## src/rtl/uart_pkg.sv

```systemverilog
// Shared UART definitions: receiver state encoding, oversample sample points
// and the majority-vote helper used to decide each bit.
package uart_pkg;

    typedef enum logic [2:0] {
        IDLE,
        START,
        DATA,
        PARITY,
        STOP,
        BRK_WAIT
    } rx_state_t;

    localparam int SAMPLE_LO  = 7;
    localparam int SAMPLE_MID = 8;
    localparam int SAMPLE_HI  = 9;
    localparam int DATA_BITS  = 8;

    function automatic logic maj3(input logic a, input logic b, input logic c);
        return (a & b) | (a & c) | (b & c);
    endfunction

endpackage

```

## src/rtl/uart_tick_gen.sv

```systemverilog
// Oversample tick prescaler: one-cycle tick every CLKS_PER_TICK clocks,
// restartable with a synchronous clear so bit timing aligns to a start edge.
module uart_tick_gen #(
    parameter int CLKS_PER_TICK = 4
) (
    input  logic clk,
    input  logic rst,
    input  logic clr,
    output logic tick
);

    localparam int CW = (CLKS_PER_TICK > 1) ? $clog2(CLKS_PER_TICK) : 1;
    localparam logic [CW-1:0] LAST = CW'(CLKS_PER_TICK - 1);

    logic [CW-1:0] cnt_reg;

    assign tick = (cnt_reg == LAST);

    always_ff @(posedge clk or negedge rst) begin
        if (!rst) begin
            cnt_reg <= '0;
        end else if (clr || tick) begin
            cnt_reg <= '0;
        end else begin
            cnt_reg <= cnt_reg + 1'b1;
        end
    end

endmodule

```

## src/rtl/uart_rx_os.sv

```systemverilog
// 16x oversampling UART receiver with 3-sample majority vote, optional parity,
// stop-bit check and a valid/ready holding register with sticky overrun.
module uart_rx_os
    import uart_pkg::*;
#(
    parameter int CLKS_PER_TICK = 4,
    parameter int OVERSAMPLE    = 16,
    parameter int PARITY_EN     = 0,
    parameter int PARITY_ODD    = 0
) (
    input  logic                 clk,
    input  logic                 rst,
    input  logic                 rx,
    output logic [DATA_BITS-1:0] rx_data,
    output logic                 rx_valid,
    input  logic                 rx_ready,
    output logic                 parity_err,
    output logic                 frame_err,
    output logic                 overrun,
    input  logic                 clr_err
);

    logic rx_meta_reg;
    logic rx_s_reg;
    logic rx_prev_reg;
    logic fall;
    logic tick;
    logic tick_clr;

    rx_state_t state_reg, state_next;
    logic [3:0] tcnt_reg, tcnt_next, tcnt_inc;
    logic [2:0] bit_idx_reg, bit_idx_next;
    logic       s_lo_reg, s_lo_next;
    logic       s_mid_reg, s_mid_next;
    logic       p_err_reg, p_err_next;
    logic       bit_val;
    logic       data_cap;
    logic       commit;

    logic [DATA_BITS-1:0] data_reg, data_next;

    logic [DATA_BITS-1:0] rx_data_reg;
    logic                 rx_valid_reg;
    logic                 parity_err_reg;
    logic                 frame_err_reg;
    logic                 overrun_reg;
    logic                 pop;
    logic                 load;
    logic                 drop;

    // Line idles high, so the synchroniser resets to 1 to avoid a fake start edge.
    always_ff @(posedge clk or negedge rst) begin
        if (!rst) begin
            rx_meta_reg <= 1'b1;
            rx_s_reg    <= 1'b1;
            rx_prev_reg <= 1'b1;
        end else begin
            rx_meta_reg <= rx;
            rx_s_reg    <= rx_meta_reg;
            rx_prev_reg <= rx_s_reg;
        end
    end

    assign fall     = rx_prev_reg & ~rx_s_reg;
    assign tick_clr = (state_reg == IDLE) && fall;

    uart_tick_gen #(
        .CLKS_PER_TICK(CLKS_PER_TICK)
    ) u_tick_gen (
        .clk (clk),
        .rst (rst),
        .clr (tick_clr),
        .tick(tick)
    );

    assign tcnt_inc = (tcnt_reg == 4'(OVERSAMPLE - 1)) ? 4'd0 : tcnt_reg + 4'd1;
    assign bit_val  = maj3(s_lo_reg, s_mid_reg, rx_s_reg);

    always_comb begin
        state_next   = state_reg;
        tcnt_next    = tcnt_reg;
        bit_idx_next = bit_idx_reg;
        p_err_next   = p_err_reg;
        s_lo_next    = s_lo_reg;
        s_mid_next   = s_mid_reg;
        data_cap     = 1'b0;
        commit       = 1'b0;
        case (state_reg)
            IDLE: begin
                if (fall) begin
                    state_next = START;
                    tcnt_next  = 4'd0;
                end
            end
            BRK_WAIT: begin
                if (rx_s_reg) begin
                    state_next = IDLE;
                end
            end
            default: begin
                if (tick) begin
                    tcnt_next = tcnt_inc;
                    if (tcnt_inc == 4'(SAMPLE_LO)) begin
                        s_lo_next = rx_s_reg;
                    end
                    if (tcnt_inc == 4'(SAMPLE_MID)) begin
                        s_mid_next = rx_s_reg;
                    end
                    // The third sample is the live rx_s at the decision tick.
                    if (tcnt_inc == 4'(SAMPLE_HI)) begin
                        case (state_reg)
                            START: begin
                                if (bit_val) begin
                                    state_next = IDLE;
                                end else begin
                                    state_next   = DATA;
                                    bit_idx_next = 3'd0;
                                    p_err_next   = 1'b0;
                                end
                            end
                            DATA: begin
                                data_cap = 1'b1;
                                if (bit_idx_reg == 3'(DATA_BITS - 1)) begin
                                    state_next = (PARITY_EN != 0) ? PARITY : STOP;
                                end else begin
                                    bit_idx_next = bit_idx_reg + 3'd1;
                                end
                            end
                            PARITY: begin
                                p_err_next = ((^data_reg) ^ bit_val) != 1'(PARITY_ODD);
                                state_next = STOP;
                            end
                            STOP: begin
                                commit     = 1'b1;
                                state_next = bit_val ? IDLE : BRK_WAIT;
                            end
                            default: begin
                                state_next = IDLE;
                            end
                        endcase
                    end
                end
            end
        endcase
    end

    for (genvar gi = 0; gi < DATA_BITS; gi++) begin : g_data_bit
        assign data_next[gi] = (data_cap && (bit_idx_reg == 3'(gi))) ? bit_val : data_reg[gi];
    end

    always_ff @(posedge clk or negedge rst) begin
        if (!rst) begin
            state_reg   <= IDLE;
            tcnt_reg    <= 4'd0;
            bit_idx_reg <= 3'd0;
            s_lo_reg    <= 1'b1;
            s_mid_reg   <= 1'b1;
            p_err_reg   <= 1'b0;
            data_reg    <= '0;
        end else begin
            state_reg   <= state_next;
            tcnt_reg    <= tcnt_next;
            bit_idx_reg <= bit_idx_next;
            s_lo_reg    <= s_lo_next;
            s_mid_reg   <= s_mid_next;
            p_err_reg   <= p_err_next;
            data_reg    <= data_next;
        end
    end

    // A pop in the same cycle frees the slot, so the new byte loads instead of overrunning.
    assign pop  = rx_valid_reg & rx_ready;
    assign load = commit & (~rx_valid_reg | pop);
    assign drop = commit & rx_valid_reg & ~rx_ready;

    always_ff @(posedge clk or negedge rst) begin
        if (!rst) begin
            rx_data_reg    <= '0;
            rx_valid_reg   <= 1'b0;
            parity_err_reg <= 1'b0;
            frame_err_reg  <= 1'b0;
        end else if (load) begin
            rx_data_reg    <= data_reg;
            rx_valid_reg   <= 1'b1;
            parity_err_reg <= p_err_reg;
            frame_err_reg  <= ~bit_val;
        end else if (pop) begin
            rx_valid_reg   <= 1'b0;
        end
    end

    always_ff @(posedge clk or negedge rst) begin
        if (!rst) begin
            overrun_reg <= 1'b0;
        end else if (drop) begin
            overrun_reg <= 1'b1;
        end else if (clr_err) begin
            overrun_reg <= 1'b0;
        end
    end

    assign rx_data    = rx_data_reg;
    assign rx_valid   = rx_valid_reg;
    assign parity_err = parity_err_reg;
    assign frame_err  = frame_err_reg;
    assign overrun    = overrun_reg;

endmodule

```

## config.mk

```make
export PLATFORM = sky130hd
export DESIGN_NAME = uart_rx_os
export DESIGN_NICKNAME = d
export VERILOG_FILES = /design/src/rtl/uart_pkg.sv /design/src/rtl/uart_tick_gen.sv /design/src/rtl/uart_rx_os.sv
export SDC_FILE = /design/constraint.sdc
export NUM_CORES = 1
export LEC_CHECK = 0
export ABC_AREA = 1
export BUFFER_PORTS_ARGS = -buffer_cell sky130_fd_sc_hd__buf_2
export CORE_MARGIN = 2
export CORE_UTILIZATION = 53
export DETAILED_ROUTE_END_ITERATION = 16
export PLACE_DENSITY = 0.75
export SETUP_SLACK_MARGIN = 0.02
export SYNTH_ARGS = -nofsm -noshare
export SYNTH_HDL_FRONTEND = slang
export SYNTH_SLANG_ARGS = --single-unit
```

## constraint.sdc

```tcl
create_clock -name clk -period 1.55 [get_ports clk]
set_clock_uncertainty 0.15 [all_clocks]
set_input_delay 0.0775 -clock clk [delete_from_list [all_inputs] [get_ports clk]]
set_output_delay 0.0775 -clock clk [all_outputs]
set_load 0.05 [all_outputs]
```

Word-level counts from Yosys, hierarchy flattened
Index checks and enable logic that the tools add are counted.
{ "word_totals": {"output_inout_bits": 12, "inputBits": 5, "ff_bits": 38} }
{ "op_classes": {"n_mux": 31, "n_bitwise": 18, "addsub": 3, "eq_ne": 22, "reduce_logical": 27} }
{ "ops": {"columns": ["cell", "n"], "rows": [
  ["2-to-1 mux 3 bit", 8],
  ["== test 3 bit (second input constant)", 6],
  ["2-to-1 mux 1 bit", 13],
  ["== test 3 x 2 -> 1 bit (second input constant)", 4],
  ["== test 4 bit (second input constant)", 3],
  ["2-to-1 mux 4 bit", 3],
  ["case mux 3 bit (2 select lines)", 2],
  ["case mux 3 bit (4 select lines)", 1],
  ["AND reduction 5 bit", 2],
  ["nonzero test 2 bit", 5],
  ["logical AND 1 bit", 9],
  ["AND reduction 3 bit", 3],
  ["bitwise AND 1 bit", 8],
  ["inequality test 2 bit (second input constant)", 4],
  ["case mux 4 bit (2 select lines)", 1],
  ["XOR reduction 8 bit", 1],
  ["== test 3 x 1 -> 1 bit (second input constant)", 2],
  ["logical NOT 3 bit", 2],
  ["NOT 1 bit", 6],
  ["AND reduction 6 bit", 1],
  ["nonzero test 3 bit", 2],
  ["adder 4 x 1 -> 4 bit (second input constant)", 1],
  ["== test 4 x 3 -> 1 bit (second input constant)", 1],
  ["2-to-1 mux 2 bit", 2],
  ["9 further kinds", 11]
]} }

Longest topological paths before layout
{ "logic_depth": {"word_depth": 9, "depth_mapped": 10, "ltp_nobuf": 10} }

Modules after synthesis
Synthesis repeated with hierarchy kept, for this count alone.
{ "hier_totals": {"cells_unflattened": 265, "hier_area_um2": 2103.3} }
{ "by_module_without_submodules": {"columns": ["mod", "cells_per_inst", "seq_area_each_um2", "area_per_inst_um2", "instances"], "rows": [
  ["uart_rx_os", 256, 907.1, 2018.2, 1],
  ["uart_tick_gen", 9, 50.0, 85.1, 1]
]} }

Worst setup path before layout
OpenSTA, ideal clock, no wires.
{ "synth_timing": {"path_type": "flip-flop to flip-flop", "start": "register tcnt_reg[0]", "end": "register bit_idx_reg[2]", "stages_incl_launch_ff": 9, "setup_ns": 0.117, "arrival_time_ns": 1.400, "synth_period_minus_slack_ns": 1.667, "slack_ns": -0.117, "path_cell_list": "dfrtp_1 ha_1 nor2_1 nor2_2 nor2_4 nand3_1 or2_1 nand2_1 nand2_1"} }
{ "synth_between": {"elab_chain_cells": 4, "word_cells_on_any_way": 5} }
{ "synth_lines": {"columns": ["item", "line_no", "text"], "rows": [
  ["from (decl)", "uart_rx_os.sv:31", "logic [3:0] tcnt_reg, tcnt_next, tcnt_inc;"],
  ["from (signal assigned)", "uart_rx_os.sv:162", "tcnt_reg <= tcnt_next;"],
  ["adder 4 x 1 -> 4 bit / == test 4 bit (equally long branches)", "uart_rx_os.sv:76", "assign tcnt_inc = (tcnt_reg == 4'(OVERSAMPLE - 1)) ? 4'd0 : tcnt_reg + 4'd1;"],
  ["2-to-1 mux 4 bit *", "uart_rx_os.sv:76", null],
  ["== test 4 bit *", "uart_rx_os.sv:110", "if (tcnt_inc == 4'(SAMPLE_HI)) begin"],
  ["AND reduction 6 bit (no source line) *", null, null],
  ["to (signal assigned)", "uart_rx_os.sv:163", "bit_idx_reg <= bit_idx_next;"],
  ["to (decl)", "uart_rx_os.sv:32", "logic [2:0] bit_idx_reg, bit_idx_next;"]
]} }
Every way passes the cells marked *; elsewhere a longest branch is shown, timed or not.
A chain may end at the register's enable or synchronous reset.

Worst setup path in the final report
{ "layout_timing": {"start": "register tcnt_reg[0]", "end": "register parity_err_reg (netlist: parity_err)"} }
{ "layout_between": {"elab_chain_cells": 7, "word_cells_on_any_way": 8} }
{ "layout_lines": {"columns": ["item", "line_no", "text"], "rows": [
  ["adder 4 x 1 -> 4 bit / == test 4 bit (equally long branches)", "uart_rx_os.sv:76", null],
  ["2-to-1 mux 4 bit *", "uart_rx_os.sv:76", null],
  ["== test 4 bit *", "uart_rx_os.sv:110", null],
  ["2-to-1 mux 1 bit *", "uart_rx_os.sv:110", null],
  ["2-to-1 mux 1 bit *", "uart_rx_os.sv:101", "if (tick) begin"],
  ["2-to-1 mux 1 bit *", "uart_rx_os.sv:88", "case (state_reg)"],
  ["bitwise AND 1 bit *", "uart_rx_os.sv:173", "assign load = commit & (~rx_valid_reg | pop);"],
  ["to (signal assigned)", "uart_rx_os.sv:185", "parity_err_reg <= p_err_reg;"],
  ["to (decl)", "uart_rx_os.sv:44", "logic parity_err_reg;"]
]} }
Marked as above.

==> flow_results.xml <==
<?xml version="1.0" encoding="UTF-8"?>
<metrics>
  <group name="synthesis">
    <metric name="synth_adder_area_share" unit="%">6.37</metric>
    <metric name="post_synth_xor_area_fraction" unit="%">1.62</metric>
    <metric name="yosysUniqueCellTypes" unit="">30</metric>
    <metric name="synth_top_family_by_area" unit="">simple AND/OR/NAND/NOR gates</metric>
    <metric name="synth_compound_area_share" unit="%">6.02</metric>
    <metric name="ys_ff_latch" unit="">38</metric>
    <metric name="synth.cell_area" unit="µm²">2160</metric>
    <metric name="gate_count_after_technology_mapping" unit="">272</metric>
    <metric name="synthesis.yosys.warnings" unit="">0</metric>
    <metric name="synth_sequential_area_ratio" unit="%">44.3</metric>
    <metric name="synthesis.nets" unit="">288</metric>
    <metric name="mapped_avg_cell_area" unit="µm²">7.95</metric>
    <metric name="synthSimpleGateAreaFrac" unit="%">35.1</metric>
    <metric name="mux_share_of_post_synthesis_cell_area" unit="%">0</metric>
  </group>
  <group name="route">
    <metric name="detail_route.iter0.violations" unit="">140</metric>
    <metric name="detail_route.drc_violations" unit="">0</metric>
    <metric name="drt_wl_total" unit="mm">4.79</metric>
    <metric name="antenna_violating_nets_post_route" unit="">0</metric>
    <metric name="drt_first_pass_iters" unit="">4</metric>
    <metric name="post_drt_wl_per_cell" unit="µm">12.7</metric>
    <metric name="post_drt_via_cell_ratio" unit="">4.92</metric>
    <metric name="overall_via_count_from_detail_route" unit="">1851</metric>
  </group>
  <group name="timing">
    <metric name="report.final.setup_viol" unit="">28</metric>
    <metric name="max_freq" unit="MHz">570</metric>
    <metric name="tightestPinTransition" unit="ps">466</metric>
    <metric name="hold_slack" unit="ps">112</metric>
    <metric name="number_of_failing_hold_endpoints_at_the_final_stage" unit="">0</metric>
    <metric name="slew_headroom" unit="%">68.8</metric>
    <metric name="postLayoutSetupSlackWorst" unit="ps">-203</metric>
    <metric name="rsz0062_at_grt" unit="">yes</metric>
    <metric name="final_max_slew_viol_count" unit="">0</metric>
    <metric name="finalWorstPathRequiredPeriod" unit="ps">1750</metric>
    <metric name="post-route-period-util" unit="%">113</metric>
  </group>
  <group name="power">
    <metric name="cellLeakagePower" unit="nW">1.48</metric>
    <metric name="power.ir.vdd_worst" unit="mV">0.884</metric>
    <metric name="finalPower" unit="mW">3.66</metric>
    <metric name="power.density_cell_area" unit="nW/µm²">1320</metric>
  </group>
  <group name="finish">
    <metric name="layout-area-overhead-vs-synth" unit="%">28.4</metric>
    <metric name="n_antenna_cell" unit="">0</metric>
    <metric name="drive_above_1_share" unit="%">31.6</metric>
    <metric name="fillers" unit="">300</metric>
    <metric name="finish.cell_count_without_fillers" unit="">376</metric>
    <metric name="multi_input_comb_area" unit="µm²">1170</metric>
    <metric name="fin_nets" unit="">341</metric>
    <metric name="layout.cell_area.non_filler" unit="µm²">2780</metric>
    <metric name="ff_latch_area" unit="µm²">961</metric>
    <metric name="final_core_utilization" unit="%">69.9</metric>
  </group>
  <group name="clock_network">
    <metric name="ctsHtreeMaxLevel" unit="">2</metric>
    <metric name="clock_edge_transition_at_the_registers_on_the_reported_setup_and_hold_paths" unit="ps">80</metric>
    <metric name="clock_sinks" unit="">38</metric>
    <metric name="clock_root_buffer_master" unit="">sky130_fd_sc_hd__clkbuf_8</metric>
    <metric name="cts_tree" unit="">built</metric>
    <metric name="cts_made_buffers" unit="">5</metric>
    <metric name="clock_insertion_delay_worst_skew" unit="ps">290</metric>
    <metric name="ctsLongestPathBuffers" unit="">2</metric>
  </group>
  <group name="setup_path">
    <metric name="timing.setup.critical_path_class" unit="">reg -&gt; reg</metric>
    <metric name="worst_setup_path_start_kind" unit="">flop</metric>
    <metric name="required_time_reported_for_the_critical_path_endpoint" unit="ps">1640</metric>
    <metric name="cp_data_arrival_time" unit="ps">1840</metric>
    <metric name="crit_path_end_kind" unit="">flop</metric>
    <metric name="reg2regPathDepth" unit="">9</metric>
    <metric name="critical_path.max_fanout" unit="">5</metric>
  </group>
  <group name="placement">
    <metric name="dpl.cell_count" unit="">361</metric>
    <metric name="dpl-instance-area" unit="µm²">2510</metric>
    <metric name="dp_hpwl" unit="mm">3.25</metric>
    <metric name="io_buffer_count" unit="">16</metric>
    <metric name="gpl.final_weighted_congestion" unit="">0.847</metric>
  </group>
  <group name="status">
    <metric name="status" unit="">finished with violations</metric>
    <metric name="failed_checks" unit="">negative setup slack</metric>
  </group>
  <group name="hold_path">
    <metric name="min_path_type" unit="">in -&gt; async</metric>
  </group>
  <group name="floorplanning">
    <metric name="floorplan.die.width" unit="µm">67.9</metric>
    <metric name="effective_utilization_at_floorplan" unit="%">54.4</metric>
    <metric name="rows" unit="">23</metric>
    <metric name="core" unit="µm²">3970</metric>
    <metric name="dieArea" unit="µm²">4610</metric>
    <metric name="die-height" unit="µm">67.9</metric>
    <metric name="boundaryPins" unit="">17</metric>
  </group>
  <group name="global_route">
    <metric name="initial_antenna_violation_count" unit="">0</metric>
    <metric name="grt.overflow.total" unit="">0</metric>
    <metric name="grt_start_max_net_pins" unit="">21</metric>
    <metric name="global_route_wire_length_before_repair" unit="mm">7.70</metric>
    <metric name="groute.usage.overall" unit="%">22.4</metric>
    <metric name="grt_pass1_vias" unit="">1708</metric>
  </group>
  <group name="flow_run">
    <metric name="cap_violations" unit="">0</metric>
  </group>
</metrics>
logic make-up after synthesis:
kind of cell,after synthesis
adder cells (fa/ha/maj),11
AND/OR/NAND/NOR,163
flip-flops,38
XOR/XNOR,4
AO/OA/AOI/OAI,21
buffers and inverters,35
worst max-delay path, stage by stage, from the launching register on:
cell,delay [ps]
sky130_fd_sc_hd__dfrtp_2,460
sky130_fd_sc_hd__ha_4,190
sky130_fd_sc_hd__nand2_4,90
sky130_fd_sc_hd__nand3_2,90
sky130_fd_sc_hd__nand2_4,120
sky130_fd_sc_hd__buf_6,120
sky130_fd_sc_hd__nand4_4,130
sky130_fd_sc_hd__nor2_4,180
sky130_fd_sc_hd__nand2_1,90
sky130_fd_sc_hd__nand2_1,70
cell usage after synthesis, drive strengths merged:
cell type / n / share of area [%]
xnor2: 2 / 0.81
nand2: 114 / 20
nor3: 3 / 1.2
clkinv: 1 / 0.17
nand3b: 1 / 0.35
nand4: 7 / 3.4
xor2: 2 / 0.81
a21oi: 2 / 0.98
ha: 11 / 6.4
or2: 1 / 0.29
nand3: 13 / 3.8
dfstp: 5 / 6.1
dfrtp: 33 / 38
buf: 2 / 0.87
o22ai: 2 / 0.58
inv: 32 / 5.6
nor2: 24 / 5.9
o21ai: 17 / 4.5
what timing repair did:
item	4_1_cts	5_1_grt
gates cloned	1	1
hold endpoints to repair	36	0
endpoints found under the setup margin	30	33
setup buffers	1	1
hold buffers	3	0
pin swaps	11	8
resized for setup	12	21
final cells by class:
cell class / instances / area share, %
multi-input combinational: 201 / 42.0
clock inverter: 3 / 1.44
tap: 50 / 2.25
timing repair buffer: 46 / 12.6
sequential: 38 / 34.6
inverter: 33 / 4.60
clock buffer: 5 / 2.48
cell usage in the layout (no fill, tap or decap), drive strengths merged:
cell type	Yosys	final
buf	2	43
xor2	2	2
nand3b	1	1
bufinv	0	1
dfrtp	33	33
a21oi	2	2
xnor2	2	2
dlygate4sd3	0	3
o22ai	2	2
nand4	7	7
clkbuf	0	5
inv	32	32
dfstp	5	5
nand3	13	14
nor2	24	25
ha	11	11
or2	1	1
clkinv	1	3
nand2	114	114
nor3	3	3
o21ai	17	17
report_power, final:
part	switching (mW)	internal, mW	leakage (nW)
registers	0.136	1.15	0.499
logic	0.910	0.627	0.928
clock network	0.368	0.474	0.0579
routing by layer:
metal,wire (µm),GRT usage [%],vias up
met3,128,4.44,9
met4,97,7.75,0
li1,-,-,962
met2,2380,38.4,26
met1,2190,28.2,854
met5,0,0,-
through the flow:
stage                     setup TNS, ps  worst slack, ps
after floorplan                   -1690            -88.7
after global placement            -3240             -157
after detailed placement          -5280             -253
after CTS                         -4010             -198
after global routing              -6520             -273
final                             -4200             -203
final timing paths:
| kind | slack (ps) | startpoint | to |
|---|---|---|---|
| max | -200 | tcnt_reg[0]$_DFFE_PN0P_ | parity_err$_DFFE_PN0P_ |
| min | 110 | rst | state_reg[2]$_DFFE_PN0P_ |
| max reg2reg | -200 | tcnt_reg[0]$_DFFE_PN0P_ | parity_err$_DFFE_PN0P_ |
| min reg2reg | 210 | rx_meta_reg$_DFF_PN1_ | rx_s_reg$_DFF_PN1_ |
| max in group asynchronous | 590 | rst | rx_prev_reg$_DFF_PN1_ |
| min in group clk | 160 | rx_ready | rx_data[4]$_DFFE_PN0P_ |
Power figures use the tool's default switching activity.
